==> src/rtl/cpu_pkg.sv <==
// Shared decode-stage definitions: default register-file geometry and the soft-clear state type.
package cpu_pkg;

  localparam int DATA_W_DEF = 32;
  localparam int DEPTH_DEF  = 32;

  typedef enum logic {
    RF_IDLE,
    RF_CLEAR
  } rf_state_t;

  function automatic int addr_w(input int depth);
    return $clog2(depth);
  endfunction

endpackage

==> src/rtl/reg_file_sb_read_port.sv <==
// One register-file read port: array mux plus the zero-register, write-bypass and stall logic.
module rf_read_port
  import cpu_pkg::*;
#(
  parameter int DATA_W    = DATA_W_DEF,
  parameter int DEPTH     = DEPTH_DEF,
  parameter bit ZERO_REG  = 1'b1,
  parameter bit WR_BYPASS = 1'b1,
  localparam int ADDR_W   = addr_w(DEPTH)
) (
  input  logic [ADDR_W-1:0]            addr,
  input  logic [DEPTH-1:0][DATA_W-1:0] regs,
  input  logic [DEPTH-1:0]             busy_vec,
  input  logic                         ready,
  input  logic                         write_enable,
  input  logic [ADDR_W-1:0]            rd,
  input  logic [DATA_W-1:0]            write_data,
  output logic [DATA_W-1:0]            data,
  output logic                         busy
);

  logic is_zero;
  logic bypass;

  assign is_zero = ZERO_REG && (addr == '0);

  // Forwarding only happens while IDLE, so a clear in progress always exposes raw storage.
  assign bypass = WR_BYPASS && write_enable && ready && (rd == addr) &&
                  !(ZERO_REG && (rd == '0));

  assign data = is_zero ? '0 : (bypass ? write_data : regs[addr]);
  assign busy = !ready ? 1'b1 : (bypass ? 1'b0 : busy_vec[addr]);

endmodule

==> src/rtl/reg_file_sb.sv <==
// Multi-read-port register file with per-register busy scoreboard and a sequential soft-clear engine.
module reg_file_sb
  import cpu_pkg::*;
#(
  parameter int DATA_W    = DATA_W_DEF,
  parameter int DEPTH     = DEPTH_DEF,
  parameter int NUM_RD    = 2,
  parameter bit ZERO_REG  = 1'b1,
  parameter bit WR_BYPASS = 1'b1,
  localparam int ADDR_W   = addr_w(DEPTH)
) (
  input  logic                     clk,
  input  logic                     rst,
  input  logic [NUM_RD*ADDR_W-1:0] rs_addr,
  output logic [NUM_RD*DATA_W-1:0] rs_data,
  output logic [NUM_RD-1:0]        rs_busy,
  input  logic                     write_enable,
  input  logic [ADDR_W-1:0]        rd,
  input  logic [DATA_W-1:0]        write_data,
  input  logic                     issue_valid,
  input  logic [ADDR_W-1:0]        issue_rd,
  input  logic                     clear_req,
  output logic                     ready
);

  logic [DEPTH-1:0][DATA_W-1:0] regs;
  logic [DEPTH-1:0]             busy;
  rf_state_t                    state;
  logic [ADDR_W-1:0]            cnt;
  logic                         wr_ok;
  logic                         iss_ok;

  assign wr_ok  = write_enable && ready && !(ZERO_REG && (rd == '0));
  assign iss_ok = issue_valid && ready && !(ZERO_REG && (issue_rd == '0));

  // Issue is applied after writeback so a new producer to the same index leaves it busy.
  always_ff @(posedge clk or negedge rst) begin
    if (!rst) begin
      regs  <= '0;
      busy  <= '0;
      state <= RF_IDLE;
      cnt   <= '0;
      ready <= 1'b1;
    end else begin
      case (state)
        RF_IDLE: begin
          if (wr_ok) begin
            regs[rd] <= write_data;
            busy[rd] <= 1'b0;
          end
          if (iss_ok) busy[issue_rd] <= 1'b1;
          if (clear_req) begin
            state <= RF_CLEAR;
            ready <= 1'b0;
          end
        end
        RF_CLEAR: begin
          regs[cnt] <= '0;
          busy[cnt] <= 1'b0;
          if (cnt == ADDR_W'(DEPTH - 1)) begin
            cnt   <= '0;
            state <= RF_IDLE;
            ready <= 1'b1;
          end else begin
            cnt <= cnt + 1'b1;
          end
        end
        default: begin
          state <= RF_IDLE;
          ready <= 1'b1;
          cnt   <= '0;
        end
      endcase
    end
  end

  for (genvar i = 0; i < NUM_RD; i++) begin : g_rd
    rf_read_port #(
      .DATA_W   (DATA_W),
      .DEPTH    (DEPTH),
      .ZERO_REG (ZERO_REG),
      .WR_BYPASS(WR_BYPASS)
    ) u_port (
      .addr        (rs_addr[i*ADDR_W +: ADDR_W]),
      .regs        (regs),
      .busy_vec    (busy),
      .ready       (ready),
      .write_enable(write_enable),
      .rd          (rd),
      .write_data  (write_data),
      .data        (rs_data[i*DATA_W +: DATA_W]),
      .busy        (rs_busy[i])
    );
  end

endmodule

==> config.mk <==
export PLATFORM = sky130hd
export DESIGN_NAME = reg_file_sb
export DESIGN_NICKNAME = d
export VERILOG_FILES = /design/src/rtl/cpu_pkg.sv /design/src/rtl/reg_file_sb_read_port.sv /design/src/rtl/reg_file_sb.sv
export SDC_FILE = /design/constraint.sdc
export NUM_CORES = 2
export LEC_CHECK = 0
export ABC_CLOCK_PERIOD_IN_PS = 3100
export BUFFER_PORTS_ARGS = -buffer_cell sky130_fd_sc_hd__clkbuf_2
export CAP_MARGIN = 20
export CORE_ASPECT_RATIO = 1.2
export CORE_UTILIZATION = 56
export DETAILED_ROUTE_END_ITERATION = 7
export GPL_TIMING_DRIVEN = 0
export PLACE_DENSITY = 0.79
export SYNTH_ARGS = -nofsm -noshare
export SYNTH_HDL_FRONTEND = slang
export SYNTH_SLANG_ARGS = --single-unit
export TNS_END_PERCENT = 10
==> constraint.sdc <==
create_clock -name clk -period 3.1 [get_ports clk]
set_input_delay 0.62 -clock clk [delete_from_list [all_inputs] [get_ports clk]]
set_output_delay 0.62 -clock clk [all_outputs]
set_load 0.05 [all_outputs]
==> impl_results.html <==
<table>
<tr><th>Metric</th><th>Value</th></tr>
<tr><th colspan="2">Worst setup path</th></tr>
<tr><td>Endpoint class of the critical path</td><td>output pin</td></tr>
<tr><td>Required time of the critical path</td><td>2.48 ns</td></tr>
<tr><td>R2r worst-path depth</td><td>7</td></tr>
<tr><td>Dominant delay contributor by cell family on the critical path</td><td>simple AND/OR/NAND/NOR gates</td></tr>
<tr><td>Cells along the critical path</td><td>clkbuf_2 -&gt; or2_4 -&gt; nor2_4 -&gt; buf_4 -&gt; a221oi_1 -&gt; o211ai_1 -&gt; a31oi_4 -&gt; buf_8</td></tr>
<tr><td>Critical path buffers and inverters</td><td>3</td></tr>
<tr><td>Cell with the biggest individual delay on the critical path</td><td>nor2_4</td></tr>
<tr><td>FF-to-FF Start</td><td>cnt[1]$_DFFE_PN0P_</td></tr>
<tr><td>Setup crit start kind</td><td>input port</td></tr>
<tr><td>Max FO, Critical Path</td><td>10</td></tr>
<tr><td>Critical R2R Capture</td><td>regs[59]$_DFFE_PN0P_</td></tr>
<tr><td>Worst EP arrival</td><td>2.98 ns</td></tr>
<tr><td>Critical path's largest stage delay</td><td>0.45 ns</td></tr>
<tr><td>Reg2Reg Setup Slack</td><td>-0.26 ns</td></tr>
<tr><td>Path type of the worst setup path</td><td>in -&gt; out</td></tr>
<tr><th colspan="2">Cells and area</th></tr>
<tr><td>Area growth from synthesis to layout</td><td>19.4%</td></tr>
<tr><td>Finished layout cell area</td><td>66,400 µm²</td></tr>
<tr><td>Multi-input logic area</td><td>28,200 µm²</td></tr>
<tr><td>Total area of sequential cells</td><td>26,600 µm²</td></tr>
<tr><td>Final-stage net count</td><td>4,529</td></tr>
<tr><td>Share of layout cells above drive strength 1</td><td>32.7%</td></tr>
<tr><td>Total of fill cells in the finished design</td><td>6,937</td></tr>
<tr><th colspan="2">Pwr</th></tr>
<tr><td>Switching power</td><td>0.0110 W</td></tr>
<tr><td>Internal power of the cells</td><td>0.0242 W</td></tr>
<tr><td>Clock group share of total power</td><td>41.0%</td></tr>
<tr><td>Worst ir drop on vdd</td><td>0.472 mV</td></tr>
<tr><td>Sw Ratio</td><td>31.2%</td></tr>
<tr><td>Flop pwr share</td><td>40.8%</td></tr>
<tr><td>Comb power frac</td><td>18.2%</td></tr>
<tr><td>Power density over the cells</td><td>530 nW/µm²</td></tr>
<tr><td>Lkg Pwr</td><td>29.3 nW</td></tr>
<tr><th colspan="2">Clock network</th></tr>
<tr><td>Clock Pin Slew Worst Setup and Hold Paths</td><td>0.06 ns</td></tr>
<tr><td>Insertion delay to the later sink of the worst-skew pair</td><td>0.75 ns</td></tr>
<tr><td>Total number of H-tree levels</td><td>3</td></tr>
<tr><td>CTS tree</td><td>built</td></tr>
<tr><td>Clock buffers created by TritonCTS</td><td>110</td></tr>
<tr><td># hold bufs at CTS</td><td>0</td></tr>
<tr><td>CTS Buffer Depth</td><td>3</td></tr>
<tr><td>CTS root buffer</td><td>clkbuf_16</td></tr>
<tr><td>Sinks on the clock net</td><td>1,063</td></tr>
<tr><th colspan="2">Global routing</th></tr>
<tr><td>Most Used Layer, Global Route</td><td>met2</td></tr>
<tr><td>Overflow left after global routing</td><td>0</td></tr>
<tr><td>Met1 Usage GRT</td><td>60.6%</td></tr>
<tr><td>Global-route met3 utilization</td><td>23.0%</td></tr>
<tr><td>Via count of the first global-routing pass</td><td>46,955</td></tr>
<tr><td>Largest net degree at the start of global routing</td><td>119</td></tr>
<tr><td>Met2 Use GR</td><td>68.6%</td></tr>
<tr><td>Total track usage</td><td>50.0%</td></tr>
<tr><td>Global-route wire length before repair</td><td>350 mm</td></tr>
<tr><td>Antenna violations before repair</td><td>14</td></tr>
<tr><th colspan="2">Synth</th></tr>
<tr><td>Most used flip-flop cell after synthesis</td><td>dfrtp_1</td></tr>
<tr><td>Flip-flop and latch count after synthesis</td><td>1,063</td></tr>
<tr><td>Netlist Area Pre-Place</td><td>55,600 µm²</td></tr>
<tr><td>Number of warning messages in the yosys log</td><td>0</td></tr>
<tr><td>Sequential fraction of the synthesis area</td><td>47.8%</td></tr>
<tr><td>Mapped Nets</td><td>4,253</td></tr>
<tr><td>Number of unique standard cell types used by synthesis</td><td>65</td></tr>
<tr><td>Synth Area per Inst</td><td>13.3 µm²</td></tr>
<tr><td>Share of synthesized registers carrying an async set or reset</td><td>100%</td></tr>
<tr><td>Number of enable flip-flop cells after synthesis</td><td>0</td></tr>
<tr><td>Post-synthesis instance total</td><td>4,191</td></tr>
<tr><th colspan="2">Die</th></tr>
<tr><td>Floorplan core area</td><td>98,400 µm²</td></tr>
<tr><td>Top-level I/O count</td><td>124</td></tr>
<tr><td>Floorplan die height</td><td>347 µm</td></tr>
<tr><td>Number of standard-cell rows in the floorplan</td><td>126</td></tr>
<tr><td>Effective utilization at floorplan</td><td>56.6%</td></tr>
<tr><td>Total die area</td><td>101,000 µm²</td></tr>
<tr><td>DIE WIDTH</td><td>290 µm</td></tr>
<tr><th colspan="2">Timing</th></tr>
<tr><td>Unrepaired setup endpoints after global routing</td><td>yes</td></tr>
<tr><td>Count of pins over their slew limit</td><td>0</td></tr>
<tr><td>Clock period minus worst slack</td><td>3.60 ns</td></tr>
<tr><td>Post-Route Hold Slack</td><td>-0.0134 ns</td></tr>
<tr><td>Actual transition at the worst max-transition pin</td><td>1.35 ns</td></tr>
<tr><td>Clock skew after layout</td><td>0.0238 ns</td></tr>
<tr><td>Setup ws final</td><td>-0.500 ns</td></tr>
<tr><td>Final worst path period share</td><td>116%</td></tr>
<tr><td>Final Hold Viols</td><td>3</td></tr>
<tr><td>Maximum frequency from static timing analysis</td><td>278 MHz</td></tr>
<tr><td>Number of setup violations in the final report</td><td>448</td></tr>
<tr><td>Headroom to the max-slew limit</td><td>9.68%</td></tr>
<tr><th colspan="2">Route</th></tr>
<tr><td>Detail-routed via count per cell</td><td>8.25</td></tr>
<tr><td>Routed wire per std cell</td><td>43.4 µm</td></tr>
<tr><td>Total number of vias</td><td>48,276</td></tr>
<tr><td>Antenna violation net count after detailed routing</td><td>0</td></tr>
<tr><td>Initial detailed-routing violation count</td><td>7,952</td></tr>
<tr><td>Post-detailed-route DRC marker count</td><td>2</td></tr>
<tr><td>DRT Pass-1 Iters</td><td>8</td></tr>
<tr><td>Routed wire length</td><td>254 mm</td></tr>
<tr><th colspan="2">Placed design</th></tr>
<tr><td>Global placer's final weighted congestion</td><td>1.12</td></tr>
<tr><td>Worst slack at placement</td><td>-1.97 ns</td></tr>
<tr><td>Cell area after placement</td><td>58,300 µm²</td></tr>
<tr><td>Total of buffers placed on input and output ports</td><td>82</td></tr>
<tr><td>Detailed placer's ending HPWL</td><td>181 mm</td></tr>
<tr><th colspan="2">Flow run</th></tr>
<tr><td>Number of maximum-capacitance violations</td><td>0</td></tr>
<tr><th colspan="2">Run status</th></tr>
<tr><td>Status</td><td>finished with violations</td></tr>
<tr><td>Violations in the final reports</td><td>DRC, hold timing, setup timing</td></tr>
<tr><th colspan="2">Hold path</th></tr>
<tr><td>Hold/Removal Path Class</td><td>in -&gt; async</td></tr>
</table>
==> power by group through the flow <==
stage	clock (W)	sequential (W)	combinational (W)
floorplan	0	0.0145	0.00291
global placement	0	0.0146	0.00516
detailed placement	0	0.0146	0.00528
CTS	0.0142	0.0143	0.00563
global route	0.0148	0.0144	0.00637
finish	0.0144	0.0144	0.00641
==> worst reg2reg max path: stages, from the launching register on <==
cell and delay, ns:
dfrtp_1 0.43, inv_1 0.10, ha_1 0.24, and2_1 0.17, clkbuf_1 0.34, a21oi_2 0.84, clkbuf_1 0.88, a22o_1 0.26
==> Yosys cell counts (all sizes together), types with 3 or more instances <==
cell	count	area [µm²]
dfrtp	1062	26600
a22o	1021	8940
mux4	397	8940
clkbuf	307	1160
buf	266	1440
nor2	140	571
mux2	135	1520
mux2i	131	1310
o22ai	94	588
or3	65	407
o221ai	64	561
a221oi	62	543
o21ai	42	214
nor2b	40	250
nor3	39	200
a21oi	35	213
a31oi	34	213
o211ai	34	255
o31ai	34	255
o311a	33	330
o22a	31	272
nand2	23	86.3
nand3	12	60.1
nand3b	10	75.1
nand2b	9	56.3
inv	7	26.3
nor3b	7	57.6
xnor2	7	61.3
and2	6	37.5
or2	6	40.0
and3	5	31.3
ha	5	62.6
and3b	3	26.3
nand4	3	18.8
xor2	3	26.3
==> how the worst max path moves through the flow <==
stage	startpoint	to	slack, ns	cells past startpoint
floorplan	rd[2]	rs_data[0]	-0.08	7
global placement	rst	regs[795]$_DFFE_PN0P_	-24.29	1
detailed placement	rs_addr[9]	rs_data[52]	-1.97	9
CTS	ready$_DFFE_PN1P_	rs_data[13]	-0.50	9
global route	rs_addr[2]	rs_data[12]	-0.41	8
finish	rs_addr[2]	rs_data[11]	-0.50	8
==> state kept, by name (all words and copies together) (netlist names) <==
name / cells
ready: 1
state: 1
cnt: 5
regs: 1024
busy: 32
==> per-layer routing <==
| layer | vias to the layer above | routed length, µm |
|---|---|---|
| li1 | 17541 | - |
| met1 | 24399 | 82900 |
| met2 | 4868 | 105000 |
| met3 | 1464 | 40200 |
| met4 | 4 | 25300 |
| met5 | - | 206 |
==> through the flow <==
stage               cells  power [W]  setup TNS, ns  hold WS, ns  utilization (%)
floorplan            4191     0.0174          -2.53        0.324                -
global placement     5553     0.0198              -        0.493             58.8
detailed placement   5576     0.0199        -158.48        0.497             59.3
CTS                  5782     0.0342         -28.30       0.0495             65.2
global route         5842     0.0355         -23.91       0.0833             67.5
finish               5850     0.0352         -52.84      -0.0134             67.5
==> cells in the final DEF (no fill, tap or decap), types with 74 or more instances in the layout <==
master / count
a22o_1: 1021
buf_2: 124
buf_4: 99
buf_6: 74
clkbuf_1: 213
clkbuf_16: 118
dfrtp_1: 1061
mux2_2: 135
mux2i_1: 130
mux4_2: 397
nor2_1: 107
==> area by class of cell <==
| type | count | area share [%] |
|---|---|---|
| Timing Repair Buffer | 173 | 3.27 |
| Sequential cell | 1063 | 40.1 |
| Antenna cell | 11 | 0.0415 |
| Clock buffer | 151 | 4.82 |
| Inverter | 7 | 0.0452 |
| Tap cell | 1280 | 2.41 |
| Multi-Input combinational cell | 2548 | 42.4 |
| Clock inverter | 53 | 0.967 |
| Buffer | 564 | 5.98 |
==> kinds of logic after synthesis <==
kind of cell             share of synthesized area (%)
buffers and inverters                             4.71
AND/OR/NAND/NOR                                   3.64
XOR/XNOR                                         0.157
AO/OA/AOI/OAI                                     22.4
flip-flops                                        47.8
adder cells (fa/ha/maj)                          0.112
multiplexers                                      21.2
==> repair_timing <==
item                       4_1_cts  5_1_grt
setup buffers                    7       54
setup endpoints to repair      225      366
gates cloned                     1        6
resized for setup              547      513
pin swaps                       22       68
(Power assumes the default switching activity.)
